### config.mk
export PLATFORM = sky130hd
export DESIGN_NAME = inst_fetch_queue_flat
export DESIGN_NICKNAME = d
export VERILOG_FILES = /design/src/rtl/inst_fetch_queue_pkg.sv /design/src/rtl/inst_fetch_queue_if.sv /design/src/rtl/inst_fetch_queue.sv /design/src/flat_wrapper.sv
export SDC_FILE = /design/constraint.sdc
export NUM_CORES = 1
export LEC_CHECK = 0
export ABC_AREA = 1
export CAP_MARGIN = 20
export CORE_MARGIN = 3
export CORE_UTILIZATION = 57
export DETAILED_ROUTE_END_ITERATION = 8
export GPL_ROUTABILITY_DRIVEN = 1
export HOLD_SLACK_MARGIN = 0.08
export PLACE_DENSITY = 0.91
export RECOVER_POWER = 25
export SYNTH_ARGS = -nofsm -noshare
export SYNTH_HDL_FRONTEND = slang
export SYNTH_SLANG_ARGS = --single-unit
### constraint.sdc
create_clock -name clk -period 3.25 [get_ports clk]
set_clock_uncertainty 0.1 [all_clocks]
set_input_delay 0.65 -clock clk [delete_from_list [all_inputs] [get_ports clk]]
set_output_delay 0.65 -clock clk [all_outputs]
set_load 0.005 [all_outputs]
### src/rtl/inst_fetch_queue_pkg.sv
// Shared constants for the fetch-to-decode instruction queue:
// bundle layout {adef, inst, pc} and default sizing.
package inst_fetch_queue_pkg;

   localparam int IFQ_BUS_W = 65;
   localparam int IFQ_DEPTH = 4;

   localparam int ADEF_BIT = 64;
   localparam int INST_HI  = 63;
   localparam int INST_LO  = 32;
   localparam int PC_HI    = 31;
   localparam int PC_LO    = 0;

endpackage : inst_fetch_queue_pkg

### src/rtl/inst_fetch_queue_if.sv
// Fetch-side push, decode-side pop and redirect signals of the instruction queue.
// The master modport is the pipeline around the queue; the slave modport is the queue.
interface inst_fetch_queue_if
   import inst_fetch_queue_pkg::*;
#(
   parameter int DEPTH = IFQ_DEPTH,
   parameter int BUS_W = IFQ_BUS_W
);
   logic                     fs_to_ds_valid;
   logic [BUS_W-1:0]         fs_to_ds_bus;
   logic                     ifq_allowin;
   logic                     ds_allowin;
   logic                     q_to_ds_valid;
   logic [BUS_W-1:0]         q_to_ds_bus;
   logic                     wb_ex;
   logic                     ertn_flush;
   logic                     br_taken;
   logic [$clog2(DEPTH):0]   ifq_count;

   modport master (
      output fs_to_ds_valid, fs_to_ds_bus, ds_allowin, wb_ex, ertn_flush, br_taken,
      input  ifq_allowin, q_to_ds_valid, q_to_ds_bus, ifq_count
   );

   modport slave (
      input  fs_to_ds_valid, fs_to_ds_bus, ds_allowin, wb_ex, ertn_flush, br_taken,
      output ifq_allowin, q_to_ds_valid, q_to_ds_bus, ifq_count
   );

endinterface : inst_fetch_queue_if

### src/rtl/inst_fetch_queue.sv
// In-order decoupling queue between fetch and decode. Any redirect empties it,
// and an address-error bundle blocks further pushes until the next redirect.
module inst_fetch_queue
   import inst_fetch_queue_pkg::*;
#(
   parameter int DEPTH = IFQ_DEPTH,
   parameter int BUS_W = IFQ_BUS_W
)(
   input logic               clk,
   input logic               resetn,
   inst_fetch_queue_if.slave ifq
);

   localparam int PTR_W = $clog2(DEPTH);
   localparam int CNT_W = PTR_W + 1;

   logic [BUS_W-1:0] storage_r [DEPTH];
   logic [PTR_W-1:0] head_r;
   logic [PTR_W-1:0] tail_r;
   logic [CNT_W-1:0] count_r;
   logic             ex_hold_r;

   logic             flush_s;
   logic             full_s;
   logic             empty_s;
   logic             allowin_s;
   logic             valid_s;
   logic             push_s;
   logic             pop_s;
   logic [CNT_W-1:0] count_nxt_s;

   // Handshake decode; only registered state and redirect inputs feed allowin/valid.
   always_comb begin
      flush_s   = ifq.wb_ex | ifq.ertn_flush | ifq.br_taken;
      full_s    = (count_r == CNT_W'(DEPTH));
      empty_s   = (count_r == {CNT_W{1'b0}});
      allowin_s = ~full_s & ~ex_hold_r;
      valid_s   = ~empty_s & ~flush_s;
      push_s    = ifq.fs_to_ds_valid & allowin_s & ~flush_s;
      pop_s     = valid_s & ifq.ds_allowin;
   end

   // Occupancy next value: simultaneous push and pop leave it unchanged.
   always_comb begin
      count_nxt_s = count_r;
      case ({push_s, pop_s})
         2'b10:   count_nxt_s = count_r + CNT_W'(1);
         2'b01:   count_nxt_s = count_r - CNT_W'(1);
         default: count_nxt_s = count_r;
      endcase
   end

   // Pointer, occupancy and address-error hold registers.
   always_ff @(posedge clk or negedge resetn) begin
      if (!resetn) begin
         head_r    <= {PTR_W{1'b0}};
         tail_r    <= {PTR_W{1'b0}};
         count_r   <= {CNT_W{1'b0}};
         ex_hold_r <= 1'b0;
      end else if (flush_s) begin
         head_r    <= {PTR_W{1'b0}};
         tail_r    <= {PTR_W{1'b0}};
         count_r   <= {CNT_W{1'b0}};
         ex_hold_r <= 1'b0;
      end else begin
         count_r <= count_nxt_s;
         if (push_s) begin
            tail_r <= tail_r + PTR_W'(1);
            if (ifq.fs_to_ds_bus[ADEF_BIT]) begin
               ex_hold_r <= 1'b1;
            end
         end
         if (pop_s) begin
            head_r <= head_r + PTR_W'(1);
         end
      end
   end

   // Entry storage; a redirect leaves old contents in place since pointers are reset.
   always_ff @(posedge clk or negedge resetn) begin
      if (!resetn) begin
         for (int i = 0; i < DEPTH; i++) begin
            storage_r[i] <= {BUS_W{1'b0}};
         end
      end else if (push_s) begin
         storage_r[tail_r] <= ifq.fs_to_ds_bus;
      end
   end

   assign ifq.ifq_allowin   = allowin_s;
   assign ifq.q_to_ds_valid = valid_s;
   assign ifq.q_to_ds_bus   = storage_r[head_r];
   assign ifq.ifq_count     = count_r;

endmodule : inst_fetch_queue

### src/flat_wrapper.sv
// flat-port wrapper written by rule: the top's interface ports become plain ports
module inst_fetch_queue_flat import inst_fetch_queue_pkg::*;
#(
   parameter int DEPTH = IFQ_DEPTH,
   parameter int BUS_W = IFQ_BUS_W
)
  (clk, resetn, ifq_fs_to_ds_valid, ifq_fs_to_ds_bus, ifq_ds_allowin, ifq_wb_ex, ifq_ertn_flush, ifq_br_taken, ifq_ifq_allowin, ifq_q_to_ds_valid, ifq_q_to_ds_bus, ifq_ifq_count);
  inst_fetch_queue_if #(.DEPTH(DEPTH), .BUS_W(BUS_W)) ifq_i ();
  input logic clk;
  input logic resetn;
  input wire logic [$bits(ifq_i.fs_to_ds_valid)-1:0] ifq_fs_to_ds_valid;
  input wire logic [$bits(ifq_i.fs_to_ds_bus)-1:0] ifq_fs_to_ds_bus;
  input wire logic [$bits(ifq_i.ds_allowin)-1:0] ifq_ds_allowin;
  input wire logic [$bits(ifq_i.wb_ex)-1:0] ifq_wb_ex;
  input wire logic [$bits(ifq_i.ertn_flush)-1:0] ifq_ertn_flush;
  input wire logic [$bits(ifq_i.br_taken)-1:0] ifq_br_taken;
  output wire logic [$bits(ifq_i.ifq_allowin)-1:0] ifq_ifq_allowin;
  output wire logic [$bits(ifq_i.q_to_ds_valid)-1:0] ifq_q_to_ds_valid;
  output wire logic [$bits(ifq_i.q_to_ds_bus)-1:0] ifq_q_to_ds_bus;
  output wire logic [$bits(ifq_i.ifq_count)-1:0] ifq_ifq_count;
  assign ifq_i.fs_to_ds_valid = ifq_fs_to_ds_valid;
  assign ifq_i.fs_to_ds_bus = ifq_fs_to_ds_bus;
  assign ifq_i.ds_allowin = ifq_ds_allowin;
  assign ifq_i.wb_ex = ifq_wb_ex;
  assign ifq_i.ertn_flush = ifq_ertn_flush;
  assign ifq_i.br_taken = ifq_br_taken;
  assign ifq_ifq_allowin = ifq_i.ifq_allowin;
  assign ifq_q_to_ds_valid = ifq_i.q_to_ds_valid;
  assign ifq_q_to_ds_bus = ifq_i.q_to_ds_bus;
  assign ifq_ifq_count = ifq_i.ifq_count;
  inst_fetch_queue #(.DEPTH(DEPTH), .BUS_W(BUS_W)) u_core (.clk(clk), .resetn(resetn), .ifq(ifq_i));
endmodule
# Yosys cells after proc, flatten, opt, wreduce, memory -nomap -nowiden
# Cells that the tools add are included.
classes:
  muxes: 15
  bitwise: 13
  reduce_logical: 7
  n_lt_le_gt_ge: 3
  n_eq_ne: 3
  addsub: 4
ops:
  columns: ["op", "count"]
  rows:
  - ["260-bit bitwise mux", 1]
  - ["65-bit 2-to-1 mux", 3]
  - ["65-bit binary-select mux with 2-bit select", 1]
  - ["65-bit demux with 2-bit select", 1]
  - ["2-bit 2-to-1 mux", 4]
  - ["3-bit greater-or-equal comparator (second input constant)", 2]
  - ["2-bit NOT with 3-bit output", 2]
  - ["3-bit one-hot mux with 2 select lines", 1]
  - ["2-bit nonzero test", 3]
  - ["1-bit bitwise AND", 5]
  - ["2-bit by 1-bit adder with 2-bit output (second input constant)", 2]
  - ["1-bit NOT", 4]
  - ["3-bit by 1-bit adder with 3-bit output (second input constant)", 1]
  - ["3-bit equality test (second input constant)", 1]
  - ["3-bit zero test", 1]
  - ["3-bit by 1-bit less-than comparator with 1-bit output (second input constant)", 1]
  - ["1-bit 2-to-1 mux", 3]
  - ["3-bit 2-to-1 mux", 1]
  - ["3-bit nonzero test", 1]
  - ["3-bit by 1-bit subtractor with 3-bit output (second input constant)", 1]
  - ["2-bit by 1-bit equality test with 1-bit output (second input constant)", 1]
  - ["2-bit equality test (second input constant)", 1]
  - ["1-bit OR", 2]
  - ["2-bit AND reduction", 1]
  - ["1-bit logical AND", 1]
totals:
  out_inout_bits: 70
  wordCells: 53
  register_bits: 268
  inputBits: 72

# Logic depth before layout (Yosys ltp)
# Gate-level depths: netlist of run 1.
logic_depth:
  depth_word: 8
  depth_mapped: 14
  mapped_depth_nobuf: 12

# Worst setup path after synthesis of run 1
# No wires, ideal clock.
synth_path:
  kind: "input-to-reg"
  start: "input port ifq_ertn_flush"
  end: "register u_core.count_r[2], in the netlist u_core.ifq.ifq_count[2]"
  path_slack_ns: 0.663
  arrival_time_ns: 2.364
  n_path_buf: 2
  required_time_ns: 3.027
  setup_time_ns: 0.123
  stages: 12
  cell_sequence: "nor3_4 -> inv_2 -> nor2_4 -> buf_6 -> buf_6 -> inv_1 -> ha_1 -> fa_1 -> nand2_1 -> nand3_1 -> o21ai_0 -> a21oi_1"
synth_via:
  elab_chain_len: 8
  word_cells_on_any_way: 11
  cone_classes: "eq/ne (2); mux (2); bitwise (6); reduce/logical (1)"
synth_lines:
  columns: ["element", "line", "source"]
  rows:
  - ["start: declaration", "flat_wrapper.sv:15", "input wire logic [$bits(ifq_i.ertn_flush)-1:0] ifq_ertn_flush;"]
  - ["1-bit OR * (2 in series)", "inst_fetch_queue.sv:34", "flush_s = ifq.wb_ex | ifq.ertn_flush | ifq.br_taken;"]
  - ["1-bit NOT", "inst_fetch_queue.sv:38, inst_fetch_queue.sv:39", null]
  - ["1-bit bitwise AND", "inst_fetch_queue.sv:38", "valid_s = ~empty_s & ~flush_s;"]
  - ["1-bit bitwise AND", "inst_fetch_queue.sv:40", "pop_s = valid_s & ifq.ds_allowin;"]
  - ["2-bit by 1-bit equality test with 1-bit output / 2-bit equality test (equally long branches)", "inst_fetch_queue.sv:46", "case ({push_s, pop_s})"]
  - ["3-bit one-hot mux with 2 select lines", "inst_fetch_queue.sv:46", null]
  - ["3-bit 2-to-1 mux", "inst_fetch_queue.sv:60", "end else if (flush_s) begin"]
  - ["end signal: assignment", "inst_fetch_queue.sv:58", "count_r <= {CNT_W{1'b0}};"]
  - ["end signal: assignment", "inst_fetch_queue.sv:63", "count_r <= {CNT_W{1'b0}};"]
  - ["end signal: assignment", "inst_fetch_queue.sv:66", "count_r <= count_nxt_s;"]
  - ["end: declaration", "inst_fetch_queue.sv:20", "logic [CNT_W-1:0] count_r;"]
# Mark *: on every way between the ends. The rest lies on a longest branch, timed or not.
# A chain may end at the register's enable or synchronous reset.

# Final worst setup path of run 1
layout_path:
  start: "register u_core.head_r[1]"
  end: "output port ifq_q_to_ds_bus[56]"
layout_via:
  elab_chain_len: 4
layout_lines:
  columns: ["element", "line", "source"]
  rows:
  - ["start: declaration", "inst_fetch_queue.sv:18", "logic [PTR_W-1:0] head_r;"]
  - ["start signal: assignment", "inst_fetch_queue.sv:56", "head_r <= {PTR_W{1'b0}};"]
  - ["start signal: assignment", "inst_fetch_queue.sv:61", "head_r <= {PTR_W{1'b0}};"]
  - ["start signal: assignment", "inst_fetch_queue.sv:74", "head_r <= head_r + PTR_W'(1);"]
  - ["2-bit NOT with 3-bit output (not written as such)", "inst_fetch_queue.sv:92", "assign ifq.q_to_ds_bus = storage_r[head_r];"]
  - ["65-bit binary-select mux with 2-bit select", "inst_fetch_queue.sv:92", null]
  - ["65-bit 2-to-1 mux (not written as such) (2 in series)", "inst_fetch_queue.sv:92", null]
  - ["end: declaration", "flat_wrapper.sv:19", "output wire logic [$bits(ifq_i.q_to_ds_bus)-1:0] ifq_q_to_ds_bus;"]
# No other way between the ends. The select of a mux whose other input is x is not followed.

==> run metrics, run 1 <==
Final min period 3194 ps; yosys warns 0; Max Cap Viol 1; reg-to-reg startpoint u_core.ifq.ifq_count[0]$_DFFE_PN0P_; total core area 0.02135 mm^2; register area share after synthesis 0.5342; Non-Filler Instances 1922; GP Congestion 0.8018; num rows 53; pre-CTS setup slack 371.3 ps; final WL 35.28 mm; Yosys cell types 21; Worst R2R Setup Slack 750 ps; CTS tree built; Setup TNS 0 ps; status finished, violations left; failing checks capacitance limit, slew limit; H-tree Lvls 1; PD cells 528.3 mW/mm^2; Psw 1936 uW; initial antenna violation count 0; Max Fclk 0.3131 GHz; drt initial violations 1284; Final Slew Violations 84; Switching Share 0.2466; peak supply drop 0.2805 mV; layout cells sized above 1 0.05039; area of the mapped netlist 0.01255 mm^2; CP max FO 46; number of I/O pins 142; All-Layer GR Usage 0.2904; via count 11700; crit path DAT 2440 ps; Synth-to-Final Area Change 18.38%; share of total power in sequential cells 0.474; worst hold path depth 2; Critical Path RT 2500 ps; Pleak 0.007746 uW; final antenna-violating net count 0; # port buffers 141; clk root buf clkbuf_16; post-detail-place hpwl 19.04 mm; Post-route DRC 0; # setup viols final 0; Setup CP Type register to output port; CP startpoint kind register; die area 0.02384 mm^2; Mean Syn Cell Area 8.068 um^2; Starting Density 0.5879; Final period util 0.9826; Clock Pin Slew Worst Setup and Hold Paths 60 ps; GRT overflow 0; # nets final 1706; antenna cells 0; Int Power 5915 uW; register bit total from synthesis 268; vias in the first global route 11610; number of synthesized flops with an enable pin 0; Tightest Pin Transition 2089 ps; Slew headroom -0.3925; Synth async-reset ratio 1.000; vias per cell 6.088; Syn Inst Count 1556; worst flop-to-flop path endpoint u_core.storage_r[141]$_DFFE_PN0P_; HP Start u_core.storage_r[98]$_DFFE_PN0P_; DP Cell Count 1871; largest net degree at the start of global routing 264; RSZ-0062 raised after global routing false; Worst Setup Slack, final 56.40 ps; Worst R2R Path Depth 7; CP Capture Type output port; CTS sink cnt 268; Num CTS Buffers 28; Min-Delay Endpoint u_core.storage_r[98]$_DFFE_PN0P_; syn_nets 1634; DIE HEIGHT 154.4 um; worst hold path type register to register; clk_lat worst skew 550 ps; clock share of power 0.386; die width 154.4 um; routed len/inst 18.36 um; CTS Buffer Depth 3; Comb pwr share 0.140; first-pass GRT wire length 57.64 mm; top_reg_cell synth dfrtp_1; DRT Pass-1 Iters 6; Final Hold Fails 0
-- worst max path at each step --
stage | to | cells after the start | slack (ps) | startpoint
finish | ifq_q_to_ds_bus[56] | 5 | 60 | u_core.head_r[1]$_DFFE_PN0P_
floorplan | u_core.ifq.ifq_count[2]$_DFFE_PN0P_ | 12 | 660 | ifq_ertn_flush
global placement | ifq_q_to_ds_valid | 5 | 460 | ifq_ertn_flush
detailed placement | u_core.storage_r[177]$_DFFE_PN0P_ | 7 | 370 | ifq_ertn_flush
global route | u_core.head_r[1]$_DFFE_PN0P_ | 2 | 0.3 | resetn
CTS | ifq_q_to_ds_bus[64] | 5 | 50 | u_core.head_r[1]$_DFFE_PN0P_
-- sequential cells by signal (all words and copies together), names as in the netlist --
name                  cells
u_core.storage_r        260
u_core.ex_hold_r          1
u_core.tail_r             2
u_core.ifq.ifq_count      3
u_core.head_r             2
-- critical path, cell delays in order, from the launching register on --
cell and delay (ps):
dfrtp_4 590, inv_2 130, buf_12 240, o21ai_0 120, o22ai_1 230, clkdlybuf4s50_1 570
-- final cells by class --
type	count	area (um^2)
Sequential cell	268	6714
Fill cell	1557	6492
Multi-Input combinational cell	1148	5112
Timing Repair Buffer	170	1768
Clock buffer	46	848.3
Tap cell	275	344.1
Inverter	12	47.55
Clock inverter	3	26.28
-- cell usage after synthesis, types with 2 or more instances --
master / instances / area [um^2]
a21oi_1: 2 / 10.01
buf_1: 13 / 48.80
buf_2: 34 / 170.2
buf_4: 6 / 45.04
buf_6: 23 / 259.0
clkbuf_1: 52 / 195.2
dfrtp_1: 268 / 6706
ha_1: 5 / 62.56
inv_1: 10 / 37.54
inv_2: 2 / 7.510
nand2_1: 531 / 1993
nand3_1: 266 / 1331
nand4_1: 6 / 37.54
nor2_1: 131 / 491.7
o21ai_0: 137 / 685.7
o22ai_1: 65 / 406.6
-- repair_timing --
| item | CTS | global route |
|---|---|---|
| hold buffers | 1 | 0 |
| setup buffers | 1 | 0 |
| endpoints found under the hold margin | 82 | 0 |
| endpoints found under the setup margin | 15 | 5 |
| gates resized for setup | 1 | 4 |
| pin swaps | 0 | 0 |
| cloned | 0 | 0 |
-- layout by cell type, fill, tap and decap left out --
master	instances
inv_1	9
a21oi_1	2
dfrtp_1	266
buf_12	11
a21oi_2	1
buf_2	1
ha_1	1
inv_2	2
inv_4	1
clkinv_2	2
clkbuf_1	10
nor3_4	1
nand3_1	266
o22ai_1	62
clkbuf_8	8
xor2_1	1
nand2_1	531
nor2_1	131
fa_1	1
dfrtp_4	2
nor2_4	1
clkdlybuf4s50_1	140
buf_4	16
clkinv_8	1
clkbuf_16	28
o22ai_2	3
dlygate4sd3_1	1
buf_6	1
nand4_1	6
o21ai_0	137
ha_2	4
-- logic make-up (layout without fill, tap and decap cells) --
group | Yosys count | after routing | share of synthesized area
adder cells (fa/ha/maj) | 6 | 6 | 0.006578
XOR/XNOR | 1 | 1 | 0.0006978
AND/OR/NAND/NOR | 936 | 936 | 0.3092
buffers and inverters | 140 | 231 | 0.06080
AO/OA/AOI/OAI | 205 | 205 | 0.08851
flip-flops | 268 | 268 | 0.5342
-- per-layer routing --
layer,track usage,vias to the layer above,part of all wire
met5,0,-,0
met4,0.1392,0,0.038
met3,0.04085,103,0.088
met2,0.4809,662,0.49
met1,0.3802,5652,0.38
li1,-,5284,-
-- power groups by stage --
stage	combinational [uW]	clock, uW	sequential, uW
2_1_floorplan	444	0	3740
3_3_place_gp	1060	0	3760
3_5_place_dp	1090	0	3770
4_1_cts	1100	3070	3720
5_1_grt	1210	3180	3740
6_report	1100	3030	3720
-- stage by stage --
step	hold WS, ps	util	area, um^2	power [uW]
after floorplan	254.4	-	12550	4183
after global routing	383.6	0.6959	14860	8137
after global placement	348.0	0.6535	13950	4816
after detailed placement	353.0	0.6535	13950	4861
after CTS	367.5	0.6954	14850	7885
final	365.2	0.6959	14860	7851
No activity file was read; power rests on OpenSTA's default activity.
==> run 2: changes to the inputs <==
==> constraint.sdc (replaced) <==
create_clock -name clk -period 3.27 [get_ports clk]
set_clock_uncertainty 0.1 [all_clocks]
set_input_delay 0.654 -clock clk [delete_from_list [all_inputs] [get_ports clk]]
set_output_delay 0.654 -clock clk [all_outputs]
set_load 0.005 [all_outputs]
==> run metrics, run 2 (synthesis gave the netlist of run 1 again) <==
Setup CP Type register to output port (unchanged); # setup viols final 0 (unchanged); Comb pwr share 0.134 (was 0.140); slowest stage delay, CP 610 ps (was 590 ps); Psw 1985 uW (was 1936 uW); Final Slew Violations 84 (unchanged); CTS Buffer Depth 3 (unchanged); pre-CTS setup slack 422.2 ps (was 371.3 ps); CP max FO 43 (was 46); num rows 53 (unchanged); DIE HEIGHT 154.4 um (unchanged); routed len/inst 18.42 um (was 18.36 um); Final min period 3216 ps; GP Congestion 0.7804 (was 0.8018); # nets final 1705 (was 1706); Num CTS Buffers 28 (unchanged); PD cells 546.1 mW/mm^2 (was 528.3 mW/mm^2); total core area 0.02135 mm^2 (unchanged); CTS sink cnt 268 (unchanged); die area 0.02384 mm^2 (unchanged); CP top delay family buffers and inverters (unchanged); status finished, violations left (unchanged); clk root buf clkbuf_16 (unchanged); worst hold path depth 2 (unchanged); clk_lat worst skew 540 ps (was 550 ps); initial antenna violation count 0 (unchanged); vias per cell 6.059 (was 6.088); layout cells sized above 1 0.05522 (was 0.05039); vias in the first global route 11520 (was 11610); via count 11650 (was 11700); RSZ-0062 raised after global routing false (unchanged); largest net degree at the start of global routing 264 (unchanged); share of total power in sequential cells 0.454 (was 0.474); Post-route DRC 0 (unchanged); CP startpoint kind register (unchanged); crit path DAT 2460 ps (was 2440 ps); peak supply drop 0.3402 mV (was 0.2805 mV); CTS tree built (unchanged); Synth-to-Final Area Change 18.95% (was 18.38%); most frequent cells in the layout nand2_1 (531), nand3_1 (266), dfrtp_1 (266) (unchanged); number of I/O pins 142 (unchanged); Largest register FFs 260 (unchanged); critical path depth 5 (unchanged); Int Power 6169 uW (was 5915 uW); GRT overflow 0 (unchanged); antenna cells 0 (unchanged); die width 154.4 um (unchanged); Slew headroom -0.4008 (was -0.3925); # port buffers 141 (unchanged); Final period util 0.9834; first-pass GRT wire length 57.39 mm (was 57.64 mm); drt initial violations 1419 (was 1284); most common library cell in the layout ignoring fill and taps nand2_1 (unchanged); final antenna-violating net count 0 (unchanged); final WL 35.42 mm (was 35.28 mm); Final Hold Fails 0 (unchanged); clock share of power 0.412 (was 0.386); Tightest Pin Transition 2101 ps (was 2089 ps); Cell Chain, Critical Path inv_2 -> buf_12 -> o21ai_0 -> o22ai_1 -> clkdlybuf4s50_1 (unchanged); DRT Pass-1 Iters 8 (was 6); WP buf/inv 3 (unchanged); Pleak 0.007796 uW (was 0.007746 uW); CP max-delay cell dfrtp_4 (unchanged); post-detail-place hpwl 18.75 mm (was 19.04 mm); Starting Density 0.5879 (unchanged); Setup TNS 0 ps (unchanged); Pwr Total 8154 uW (was 7851 uW); Worst R2R Path Depth 7 (unchanged); Clock Pin Slew Worst Setup and Hold Paths 60 ps (about the same); failing checks capacitance limit, slew limit (unchanged); worst hold path type register to register (unchanged); Switching Share 0.2434 (was 0.2466); Critical Path RT 2520 ps (was 2500 ps); H-tree Lvls 1 (unchanged); Max Cap Viol 1 (unchanged); CP Capture Type output port (unchanged); All-Layer GR Usage 0.2901 (was 0.2904); Worst Setup Slack, final 54.20 ps (was 56.40 ps); largest register by flop count u_core.storage_r (unchanged); Max Fclk 0.3110 GHz
run 2: cell types whose count changed in the layout (fill, tap and decap cells not counted):
cell and change:
buf_12 -5, bufinv_16 +3, inv_6 +1, clkbuf_16 +1, clkinv_8 -1, clkinv_4 +1, buf_4 -3, clkbuf_8 +1
buf_16 +1, clkinv_2 +4, clkbuf_2 +3, inv_4 -1, buf_6 +3, clkbuf_1 -7
run 2: path summary, 6_finish.rpt:
kind | from | end | slack (ps)
worst min register to register | u_core.storage_r[139]$_DFFE_PN0P_ | u_core.storage_r[139]$_DFFE_PN0P_ | 370
worst max register to register | u_core.ifq.ifq_count[0]$_DFFE_PN0P_ | u_core.storage_r[162]$_DFFE_PN0P_ | 740
max in group asynchronous | resetn | u_core.storage_r[143]$_DFFE_PN0P_ | 410
worst min-delay path | u_core.storage_r[139]$_DFFE_PN0P_ | u_core.storage_r[139]$_DFFE_PN0P_ | 370
worst max-delay path | u_core.head_r[1]$_DFFE_PN0P_ | ifq_q_to_ds_bus[63] | 50
min in group asynchronous | resetn | u_core.storage_r[202]$_DFFE_PN0P_ | 1180
run 2: final cells by class:
class / instances / area, um^2
clock buffers: 41 / 860.8
clock inverters: 10 / 128.9
fillers: 1545 / 6421
inverters: 12 / 50.05
multi-input cells: 1148 / 5112
flip-flops and latches: 268 / 6714
well taps: 275 / 344.1
repair buffers: 169 / 1722
run 2: worst register-to-register path, cell delays in order, from the launching register on:
cell,delay (ps)
dfrtp_1,440
nor2_1,140
nand2_1,90
nand3_1,130
nor2_4,170
buf_12,700
nand3_1,520
nand2_1,160
run 2: power by group through the flow:
stage / combinational [uW] / sequential, uW / clock, uW
floorplan: 441 / 3720 / 0
global placement: 1050 / 3730 / 0
finish: 1090 / 3700 / 3360
global route: 1200 / 3730 / 3510
detailed placement: 1080 / 3750 / 0
CTS: 1100 / 3690 / 3380
run 2: through the flow:
| stage | instance area [um^2] | cells | utilization | hold slack (ps) |
|---|---|---|---|---|
| 2_1_floorplan | 12550 | 1556 | - | 258.4 |
| 3_3_place_gp | 13920 | 1871 | 0.6517 | 347.5 |
| 3_5_place_dp | 13920 | 1871 | 0.6517 | 353.0 |
| 4_1_cts | 14920 | 1923 | 0.6989 | 367.4 |
| 5_1_grt | 14930 | 1923 | 0.6993 | 372.9 |
| 6_report | 14930 | 1923 | 0.6993 | 366.5 |
run 2: repair_timing:
| item | CTS | global route |
|---|---|---|
| endpoints found under the hold margin | 79 | 0 |
| setup buffers | 0 | 0 |
| hold buffers | 1 | 0 |
| resized for setup | 2 | 7 |
| endpoints found under the setup margin | 3 | 10 |
run 2: layer usage:
| metal | GRT usage | wire (um) |
|---|---|---|
| met5 | 0 | 0 |
| met4 | 0.1148 | 1162 |
| met2 | 0.4956 | 17560 |
| met1 | 0.3752 | 13370 |
| met3 | 0.04281 | 3334 |
